--- src/rtl/pwm_peripheral.sv ---
// Sixteen-channel PWM output stage: prescaler + 8-bit step counter drive a shared
// PWM level; each channel is off, static on, or PWM. Optional macro PWM_SHADOW_DUTY_EN
// latches the duty cycle at each period boundary instead of using it live.
module pwm_peripheral #(
  parameter int unsigned PRESCALE = 13
) (
  input  logic        clk,
  input  logic        rst,
  input  logic [7:0]  en_reg_out_7_0,
  input  logic [7:0]  en_reg_out_15_8,
  input  logic [7:0]  en_reg_pwm_7_0,
  input  logic [7:0]  en_reg_pwm_15_8,
  input  logic [7:0]  pwm_duty_cycle,
  output logic [15:0] out,
  output logic        period_start
);

  localparam logic [15:0] PRE_MAX = 16'(PRESCALE - 1);

  logic [15:0] pre_cnt;
  logic [7:0]  step_cnt;
  logic        tick;
  logic        wrap;
  logic [7:0]  duty_eff;
  logic        pwm_level;
  logic [15:0] eo;
  logic [15:0] ep;
  logic [15:0] out_next;

  assign eo   = {en_reg_out_15_8, en_reg_out_7_0};
  assign ep   = {en_reg_pwm_15_8, en_reg_pwm_7_0};
  assign tick = (pre_cnt == PRE_MAX);
  assign wrap = tick && (step_cnt == 8'hFF);

  // NOTE: sequential state uses non-blocking assignments so every register
  // samples pre-edge values regardless of block ordering.
  always_ff @(posedge clk) begin
    if (rst) begin
      pre_cnt  <= '0;
      step_cnt <= '0;
    end else if (tick) begin
      pre_cnt  <= '0;
      step_cnt <= step_cnt + 8'd1;  // 255 -> 0 by natural overflow
    end else begin
      pre_cnt  <= pre_cnt + 16'd1;
    end
  end

`ifdef PWM_SHADOW_DUTY_EN
  logic [7:0] duty_shadow;

  // Duty only moves at the period boundary, so no period is ever split.
  always_ff @(posedge clk) begin
    if (rst) begin
      duty_shadow <= 8'h00;
    end else if (wrap) begin
      duty_shadow <= pwm_duty_cycle;
    end
  end

  assign duty_eff = duty_shadow;
`else
  assign duty_eff = pwm_duty_cycle;
`endif

  // NOTE: every always_comb output is assigned unconditionally, so no latch.
  always_comb begin
    pwm_level = (duty_eff == 8'hFF) || (step_cnt < duty_eff);
    out_next  = eo & (~ep | {16{pwm_level}});
  end

  always_ff @(posedge clk) begin
    if (rst) begin
      out          <= 16'h0000;
      period_start <= 1'b0;
    end else begin
      out          <= out_next;
      period_start <= wrap;
    end
  end

endmodule

--- config.mk ---
export PLATFORM = sky130hd
export DESIGN_NAME = pwm_peripheral
export DESIGN_NICKNAME = d
export VERILOG_FILES = /design/src/rtl/pwm_peripheral.sv
export SDC_FILE = /design/constraint.sdc
export NUM_CORES = 1
export LEC_CHECK = 0
export ABC_AREA = 1
export CAP_MARGIN = 5
export CORE_MARGIN = 2
export CORE_UTILIZATION = 51
export DETAILED_ROUTE_END_ITERATION = 12
export PLACE_DENSITY = 0.84
export SYNTH_ARGS = -nofsm -noshare
export SYNTH_HDL_FRONTEND = slang
export SYNTH_SLANG_ARGS = --single-unit
--- constraint.sdc ---
create_clock -name clk -period 3.51 [get_ports clk]
set_input_delay 0.702 -clock clk [delete_from_list [all_inputs] [get_ports clk]]
set_output_delay 0.702 -clock clk [all_outputs]
set_load 0.05 [all_outputs]
==> summary.txt, run 1 <==
Cells and area
  • NumNets Final: 429
  • Fraction of final layout cells sized beyond drive strength 1: 0.0503
  • Diode count: 0
  • Relative area change from synthesis to final layout: 35.5%
  • Multi-input logic area: 0.00103 mm²
  • Fillers: 325
  • Layout Utilization: 0.723
  • Footprint of the flip-flops and latches: 821 µm²

Synth
  • Cell taking the most area after synthesis: sky130_fd_sc_hd__dfxtp_1
  • Dominant cells by area after synthesis: sky130_fd_sc_hd__dfxtp_1 38%, sky130_fd_sc_hd__inv_1 12%, sky130_fd_sc_hd__nand2_1 12%
  • Fraction of synthesized cell area taken by the top area cell type: 0.385
  • Number of different library cells in the post-synthesis netlist: 26
  • Mapped cell area: 0.00213 mm²
  • Flip-flop and latch count after synthesis: 41
  • Share of synthesized registers carrying an async set or reset: 0
  • Synthesized area divided by synthesized cell count: 6.75 µm²
  • Post-synth EDFFs: 0
  • Most used DFF post-synth: sky130_fd_sc_hd__dfxtp_1
  • Library cell with the highest instance count after synthesis: sky130_fd_sc_hd__inv_1
  • Sequential fraction of the synthesis area: 0.385
  • Net count of the mapped netlist: 368
  • Post-synth top cells: 67 x sky130_fd_sc_hd__inv_1, 66 x sky130_fd_sc_hd__nand2_1, 42 x sky130_fd_sc_hd__nor2_1
  • Syn Inst Count: 316
  • Number of warnings printed during yosys synthesis: 0

Power and ir drop
  • Worst vdd ir: 0.190 mV
  • Power share of the clock group: 0.420
  • Part of the power in combinational logic: 0.133
  • Internal Power: 0.000835 W
  • Leakage: 1.37 nW
  • PwrDens: 374 mW/mm²
  • Switching Share: 0.229
  • Switching power: 0.000248 W
  • Sequential Power Share: 0.447

Hold path
  • Hold Crit Class: reg2reg

CTS
  • TritonCTS clock tree: done
  • Maximum buffer depth of the clock tree: 2
  • Htree depth: 2
  • Source-to-sink clock delay at the later pin of the worst-skew pair: 290 ps
  • Buffers inserted by post-CTS timing repair: 0
  • Clk sink count: 41
  • Post-cts sizing count: 0
  • Number of hold buffers added after CTS: 0
  • Total CTS buffers: 5
  • Register clock-pin slew on the reported worst setup and hold paths: 80 ps
  • CTS Root Buffer Type: sky130_fd_sc_hd__clkbuf_8

Critical path
  • Crit Path Category: in2reg
  • Kind of end point of the critical path: flip-flop
  • Critical Path End: out[11]
  • Critical path data arrival time: 2470 ps
  • Number of cell instances on the worst register-to-register path: 10
  • Top fanout value on the critical path: 16
  • Startpoint of the lowest-slack register-to-register path: step_cnt[3]
  • Required time reported for the critical path endpoint: 3750 ps
  • Startpoint of the most critical setup path: pwm_duty_cycle[5]
  • Endpoint of the most critical register-to-register path: out[3]
  • Critical path startpoint category: input pin
  • Worst R2R Setup Slack: 1830 ps

Routing
  • Total iterations of the first detailed-routing run: 4
  • Residual DRC: 0
  • Final routed wire length divided by cell count: 10.6 µm
  • Antenna-violating nets left: 0
  • Detailed Route Iter0 Violations: 59
  • Routed Wire Length: 4520 µm
  • Count of vias placed by the detailed router: 2,049
  • Number of vias per cell: 4.79

Timing
  • Total count of max-transition violations in the final report: 0
  • Setup Viol. Count Final: 0
  • Peak Freq: 449 MHz
  • Final worst setup slack: 1280 ps
  • Relative slew slack: 0.638
  • RSZ-0062 raised after global routing: false
  • Final count of hold timing violations: 0
  • Post-Route Setup TNS: 0 ps
  • Slew at the pin closest to its max-slew limit: 541 ps
  • Maximum clock skew at final layout: 8.00 ps
  • Shortest clock period the worst path allows after layout: 2230 ps
  • Ratio of final minimum period to clock period: 0.634

Die
  • Die W: 68.7 µm
  • Num ports: 59
  • Placeable core region: 0.00400 mm²
  • Die area: 0.00472 mm²
  • Starting density of the core: 0.534
  • Floorplan die height: 68.7 µm
  • Row Count: 23

Placed design
  • Pre-CTS worst setup slack: 979 ps
  • Half-perimeter wire length after detailed placement: 3530 µm
  • Placer Congestion: 0.838
  • Count of input and output buffers: 58

GRT
  • Via count of the first global-routing pass: 1,908
  • Number of antenna violations at the first check in global routing: 0
  • Final global-route overflow total: 0
  • First-pass GRT wire length: 7620 µm
  • Largest net degree at the start of global routing: 24
  • Global router's overall resource usage: 0.215

Outcome
  • Run status: complete, no violations

Job
  • Maxcap violations: 0
[worst min path at each step]
| stage | startpoint | end | depth (start not counted) |
|---|---|---|---|
| global route | pre_cnt[14] | pre_cnt[14] | 2 |
| global placement | pre_cnt[0] | pre_cnt[0] | 1 |
| detailed placement | pre_cnt[0] | pre_cnt[0] | 1 |
| floorplan | pre_cnt[0] | pre_cnt[0] | 1 |
| finish | pre_cnt[0] | pre_cnt[0] | 1 |
| CTS | pre_cnt[0] | pre_cnt[0] | 1 |
[registers in the layout, summed over array words and instances, names as in the netlist]
signal        count
pre_cnt          16
out              16
step_cnt          8
period_start      1
[final cells by class]
class	count	share of cell area
Sequential cell	41	0.284
Inverter	68	0.0883
Clock inverter	3	0.0238
Timing Repair Buffer	59	0.203
Clock buffer	5	0.0238
Multi-Input combinational cell	202	0.355
Tap cell	50	0.0216
[cells in the final DEF (no fill, tap or decap)]
cell / netlist / final
sky130_fd_sc_hd__nor2_1: 42 / 42
sky130_fd_sc_hd__o21ai_0: 3 / 3
sky130_fd_sc_hd__inv_6: 0 / 1
sky130_fd_sc_hd__nor2_2: 1 / 1
sky130_fd_sc_hd__inv_2: 1 / 1
sky130_fd_sc_hd__ha_1: 10 / 10
sky130_fd_sc_hd__nor3b_1: 2 / 2
sky130_fd_sc_hd__buf_4: 1 / 1
sky130_fd_sc_hd__clkdlybuf4s50_1: 0 / 58
sky130_fd_sc_hd__bufinv_16: 0 / 2
sky130_fd_sc_hd__clkbuf_8: 0 / 5
sky130_fd_sc_hd__or2_0: 1 / 1
sky130_fd_sc_hd__xnor2_1: 3 / 3
sky130_fd_sc_hd__nor4_1: 1 / 1
sky130_fd_sc_hd__nand3_2: 1 / 1
sky130_fd_sc_hd__nand2_2: 4 / 4
sky130_fd_sc_hd__nand4_1: 7 / 7
sky130_fd_sc_hd__nor3b_2: 1 / 1
sky130_fd_sc_hd__a21oi_2: 1 / 1
sky130_fd_sc_hd__xor2_1: 4 / 4
sky130_fd_sc_hd__inv_1: 67 / 67
sky130_fd_sc_hd__dfxtp_1: 41 / 41
sky130_fd_sc_hd__nor3_4: 1 / 1
sky130_fd_sc_hd__nor3_1: 8 / 8
sky130_fd_sc_hd__nand2_1: 66 / 66
sky130_fd_sc_hd__a21oi_1: 15 / 15
sky130_fd_sc_hd__nand3_1: 31 / 31
[power by group through the flow]
| stage | Sequential, W | Clock (W) | Combinational [W] |
|---|---|---|---|
| final | 0.000483 | 0.000455 | 0.000144 |
| after global routing | 0.000485 | 0.000482 | 0.000158 |
| after global placement | 0.000494 | 0 | 0.000143 |
| after detailed placement | 0.000495 | 0 | 0.000145 |
| after floorplan | 0.000530 | 0 | 0.0000363 |
| after CTS | 0.000484 | 0.000468 | 0.000146 |
[logic make-up after synthesis]
| group | synth area share |
|---|---|
| simple gates | 0.348 |
| flops | 0.385 |
| xor+xnor | 0.0287 |
| fa+ha+maj | 0.0586 |
| buf+inv | 0.134 |
| compound gates | 0.0463 |
[metrics by stage]
step	cells	area [µm²]	power, W	hold WS [ps]
2_1_floorplan	316	2130	0.000566	440
3_3_place_gp	420	2750	0.000637	456
3_5_place_dp	420	2750	0.000640	471
4_1_cts	428	2890	0.00110	490
5_1_grt	428	2890	0.00113	527
6_report	428	2890	0.00108	487
[metal layers]
metal,up-vias,share of wire,wire [µm],track usage
met5,-,0,0,0
met4,0,0.011,48,0.0662
met3,7,0.089,402,0.104
met2,56,0.49,2220,0.385
met1,896,0.41,1850,0.221
li1,1090,-,-,-
[worst max-delay path: stages]
cell                              delay (ps)
sky130_fd_sc_hd__clkdlybuf4s50_1         450
sky130_fd_sc_hd__inv_1                    50
sky130_fd_sc_hd__ha_1                    300
sky130_fd_sc_hd__a21oi_1                 140
sky130_fd_sc_hd__nor2_1                   50
sky130_fd_sc_hd__nor3_1                  120
sky130_fd_sc_hd__nand2_1                 340
sky130_fd_sc_hd__nand3_1                 170
sky130_fd_sc_hd__nand2_1                  60
sky130_fd_sc_hd__inv_1                    60
Power figures use the tool's default switching activity.
==> inputs of run 2 (changes only) <==
--- a/config.mk
+++ b/config.mk
@@ -8,9 +8,9 @@
 export ABC_AREA = 1
 export CAP_MARGIN = 5
 export CORE_MARGIN = 2
-export CORE_UTILIZATION = 51
+export CORE_UTILIZATION = 48
 export DETAILED_ROUTE_END_ITERATION = 12
-export PLACE_DENSITY = 0.84
+export PLACE_DENSITY = 0.8
 export SYNTH_ARGS = -nofsm -noshare
 export SYNTH_HDL_FRONTEND = slang
 export SYNTH_SLANG_ARGS = --single-unit
==> constraint.sdc (replaced) <==
create_clock -name clk -period 2.3 [get_ports clk]
set_input_delay 0.46 -clock clk [delete_from_list [all_inputs] [get_ports clk]]
set_output_delay 0.46 -clock clk [all_outputs]
set_load 0.05 [all_outputs]
==> summary.txt, run 2 (same netlist as run 1, synthesis figures left out) <==
Routing
  • Count of vias placed by the detailed router: 2,059
  • Final routed wire length divided by cell count: 10.2 µm
  • Routed Wire Length: 4420 µm
  • Detailed Route Iter0 Violations: 68
  • Residual DRC: 0
  • Antenna-violating nets left: 0
  • Total iterations of the first detailed-routing run: 4
  • Number of vias per cell: 4.77

GRT
  • First-pass GRT wire length: 7750 µm
  • Largest net degree at the start of global routing: 23
  • Via count of the first global-routing pass: 1,872
  • Global router's overall resource usage: 0.194
  • Final global-route overflow total: 0
  • Number of antenna violations at the first check in global routing: 0

Timing
  • Final count of hold timing violations: 0
  • Total count of max-transition violations in the final report: 0
  • Shortest clock period the worst path allows after layout: 1890 ps
  • Ratio of final minimum period to clock period: 0.822
  • Post-Route Setup TNS: 0 ps
  • Maximum clock skew at final layout: 4.44 ps
  • Final worst setup slack: 410 ps
  • Setup Viol. Count Final: 0
  • Slew at the pin closest to its max-slew limit: 537 ps
  • Peak Freq: 529 MHz
  • Relative slew slack: 0.641
  • RSZ-0062 raised after global routing: false

CTS
  • Clk sink count: 41
  • Total CTS buffers: 5
  • CTS Root Buffer Type: sky130_fd_sc_hd__clkbuf_8
  • Register clock-pin slew on the reported worst setup and hold paths: 80 ps
  • Number of hold buffers added after CTS: 0
  • Source-to-sink clock delay at the later pin of the worst-skew pair: 300 ps
  • Maximum buffer depth of the clock tree: 2
  • Htree depth: 2
  • Buffers inserted by post-CTS timing repair: 0
  • TritonCTS clock tree: done
  • Post-cts sizing count: 0

Die
  • Floorplan die height: 70.7 µm
  • Num ports: 59
  • Die area: 0.00500 mm²
  • Placeable core region: 0.00432 mm²
  • Row Count: 24
  • Die W: 70.7 µm
  • Starting density of the core: 0.494

Critical path
  • Top fanout value on the critical path: 1
  • Required time reported for the critical path endpoint: 1840 ps
  • Slowest cell on the critical path: sky130_fd_sc_hd__clkdlybuf4s50_1
  • Kind of end point of the critical path: output pin
  • Number of buffer and inverter instances along the worst setup path: 1
  • Crit Path Category: reg2out
  • Ordered cell list for the critical path: clkdlybuf4s50_1
  • Stage delay of the slowest cell on the critical path: 820 ps
  • Critical path startpoint category: flip-flop
  • Critical path data arrival time: 1430 ps
  • Crit-path leading delay family: buffers and inverters

Cells and area
  • Leading cell type in the layout, fill and taps excluded: sky130_fd_sc_hd__inv_1
  • Fraction of final layout cells sized beyond drive strength 1: 0.0553
  • Relative area change from synthesis to final layout: 35.2%
  • Diode count: 0
  • NumNets Final: 431
  • Layout Cell Area excl Fill: 0.00289 mm²
  • Highest-count cells in the layout ignoring fill and taps: 67 x sky130_fd_sc_hd__inv_1, 66 x sky130_fd_sc_hd__nand2_1, 58 x sky130_fd_sc_hd__clkdlybuf4s50_1, 42 x sky130_fd_sc_hd__nor2_1, 41 x sky130_fd_sc_hd__dfxtp_1
  • Biggest regs: out (16), pre_cnt (16), step_cnt (8)

Hold path
  • Hold Crit Class: reg2reg

Power and ir drop
  • PwrDens: 535 mW/mm²
  • Worst vdd ir: 0.290 mV
  • Leakage: 1.36 nW

Placed design
  • Placer Congestion: 0.919
  • Count of input and output buffers: 58
  • Pre-CTS worst setup slack: 192 ps
  • Instance area at placement: 0.00277 mm²
  • Half-perimeter wire length after detailed placement: 3490 µm

Outcome
  • Run status: complete, no violations

Job
  • Maxcap violations: 0
[run 2: final timing paths]
path	end	from	cells past startpoint	slack (ps)
max	out[12]	out[12]	1	410
min	pre_cnt[0]	pre_cnt[0]	1	480
max reg2reg	pre_cnt[15]	pre_cnt[0]	7	740
min reg2reg	pre_cnt[0]	pre_cnt[0]	1	480
[run 2: metal layers]
metal / track usage / up-vias / part of all wire / routed length, µm
li1: - / 1093 / - / -
met1: 0.209 / 909 / 0.43 / 1890
met2: 0.332 / 53 / 0.47 / 2090
met3: 0.0897 / 4 / 0.089 / 393
met4: 0.0692 / 0 / 0.011 / 47
met5: 0 / - / 0 / 0
[run 2: stage by stage]
step / hold WS [ps] / utilization / cells / total power [W]
after floorplan: 440 / - / 316 / 0.000864
after CTS: 486 / 0.668 / 432 / 0.00157
after global placement: 457 / 0.641 / 424 / 0.000972
final: 481 / 0.668 / 432 / 0.00154
after global routing: 521 / 0.668 / 432 / 0.00161
after detailed placement: 467 / 0.641 / 424 / 0.000976
[run 2: final cells by class]
type	instances	area, µm²
clock buffer	5	68.8
sequential	41	821
tap	52	65.1
inverter	68	255
multi-input combinational	202	1030
fill	411	1440
clock inverter	3	46.3
timing repair buffer	61	603
[run 2: power breakdown]
part,switching [W],internal (W)
clock,0.000263,0.000325
sequential,0.00000846,0.000729
combinational,0.000112,0.000108
==> inputs of run 3 (changes only) <==
==> constraint.sdc (replaced) <==
create_clock -name clk -period 1.93 [get_ports clk]
set_input_delay 0.386 -clock clk [delete_from_list [all_inputs] [get_ports clk]]
set_output_delay 0.386 -clock clk [all_outputs]
set_load 0.05 [all_outputs]
==> summary.txt, run 3 (same netlist as run 1, synthesis figures left out) <==
GRT
  • Via count of the first global-routing pass: 1,982
  • Largest net degree at the start of global routing: 23
  • Number of antenna violations at the first check in global routing: 0
  • Global router's overall resource usage: 0.194
  • Final global-route overflow total: 0
  • First-pass GRT wire length: 7840 µm

CTS
  • Clk sink count: 41
  • CTS Root Buffer Type: sky130_fd_sc_hd__clkbuf_8
  • Total CTS buffers: 5
  • Post-cts sizing count: 0
  • Source-to-sink clock delay at the later pin of the worst-skew pair: 300 ps
  • Buffers inserted by post-CTS timing repair: 0
  • Htree depth: 2
  • Register clock-pin slew on the reported worst setup and hold paths: 90 ps
  • TritonCTS clock tree: done
  • Maximum buffer depth of the clock tree: 2
  • Number of hold buffers added after CTS: 0

Power and ir drop
  • Leakage: 1.39 nW
  • PwrDens: 676 mW/mm²
  • Total Power Consumption: 0.00199 W
  • Worst vdd ir: 0.427 mV

Cells and area
  • Relative area change from synthesis to final layout: 37.8%
  • Highest-count cells in the layout ignoring fill and taps: 67 x sky130_fd_sc_hd__inv_1, 66 x sky130_fd_sc_hd__nand2_1, 57 x sky130_fd_sc_hd__clkdlybuf4s50_1, 42 x sky130_fd_sc_hd__nor2_1, 41 x sky130_fd_sc_hd__dfxtp_1
  • NumNets Final: 434
  • Biggest regs: out (16), pre_cnt (16), step_cnt (8)
  • Layout Utilization: 0.680
  • Fraction of final layout cells sized beyond drive strength 1: 0.0653
  • Leading cell type in the layout, fill and taps excluded: sky130_fd_sc_hd__inv_1
  • Diode count: 0

Critical path
  • Crit-path leading delay family: buffers and inverters
  • Top fanout value on the critical path: 1
  • Required time reported for the critical path endpoint: 1540 ps
  • Critical path data arrival time: 1440 ps
  • Crit Path Category: reg2out
  • Stage delay of the slowest cell on the critical path: 820 ps
  • Kind of end point of the critical path: output pin
  • Critical path startpoint category: flip-flop
  • Ordered cell list for the critical path: clkdlybuf4s50_1
  • Slowest cell on the critical path: sky130_fd_sc_hd__clkdlybuf4s50_1
  • Number of buffer and inverter instances along the worst setup path: 1

Die
  • Die W: 70.7 µm
  • Starting density of the core: 0.494
  • Num ports: 59
  • Row Count: 24
  • Placeable core region: 0.00432 mm²
  • Die area: 0.00500 mm²
  • Floorplan die height: 70.7 µm

Timing
  • RSZ-0062 raised after global routing: false
  • Setup Viol. Count Final: 0
  • Slew at the pin closest to its max-slew limit: 528 ps
  • Ratio of final minimum period to clock period: 0.945
  • Final count of hold timing violations: 0
  • Total count of max-transition violations in the final report: 0
  • Relative slew slack: 0.647
  • Worst hold-check slack: 485 ps
  • Shortest clock period the worst path allows after layout: 1820 ps
  • Maximum clock skew at final layout: 8.68 ps
  • Peak Freq: 548 MHz
  • Final worst setup slack: 106 ps

Placed design
  • Placer Congestion: 0.921
  • Half-perimeter wire length after detailed placement: 3450 µm
  • Count of input and output buffers: 58
  • Pre-CTS worst setup slack: -87.7 ps

Routing
  • Detailed Route Iter0 Violations: 66
  • Number of vias per cell: 4.74
  • Count of vias placed by the detailed router: 2,064
  • Final routed wire length divided by cell count: 10.2 µm
  • Total iterations of the first detailed-routing run: 5
  • Antenna-violating nets left: 0
  • Residual DRC: 0
  • Routed Wire Length: 4450 µm

Hold path
  • Hold Crit Class: reg2reg

Job
  • Maxcap violations: 0

Outcome
  • Run status: complete, no violations
run 3: path summary, 6_finish.rpt:
kind	start	to	slack, ps	cells after the start
worst max register to register	pre_cnt[0]	pre_cnt[2]	410	7
worst min-delay path	pre_cnt[0]	pre_cnt[0]	490	1
worst min register to register	pre_cnt[0]	pre_cnt[0]	490	1
worst max-delay path	out[8]	out[8]	110	1
run 3: cell type report:
cell class | instances | area (µm²)
flip-flops and latches | 41 | 821
clock buffers | 5 | 68.8
well taps | 52 | 65.1
fillers | 379 | 1380
repair buffers | 64 | 636
multi-input cells | 202 | 1030
inverters | 68 | 255
clock inverters | 3 | 68.8
run 3: per-stage QoR:
| step | area [µm²] | std cells | setup TNS [ps] |
|---|---|---|---|
| 2_1_floorplan | 2130 | 316 | 0 |
| 3_3_place_gp | 2800 | 427 | -706 |
| 3_5_place_dp | 2800 | 427 | -1140 |
| 4_1_cts | 2940 | 435 | 0 |
| 5_1_grt | 2940 | 435 | 0 |
| 6_report | 2940 | 435 | 0 |
run 3: per-layer routing:
metal  track usage  vias up  share of wire
met5             0        -              0
met4        0.0755        0          0.017
met3        0.0869        6          0.094
met2         0.340       61           0.49
met1         0.203      896           0.40
li1              -     1101              -
run 3: where the power goes:
part           switching (W)  leakage, nW  internal [W]  total (W)
clock network       0.000322       0.0687      0.000521   0.000843
logic               0.000134        0.990      0.000132   0.000266
registers          0.0000102        0.335      0.000869   0.000879
total               0.000466         1.39       0.00152    0.00199
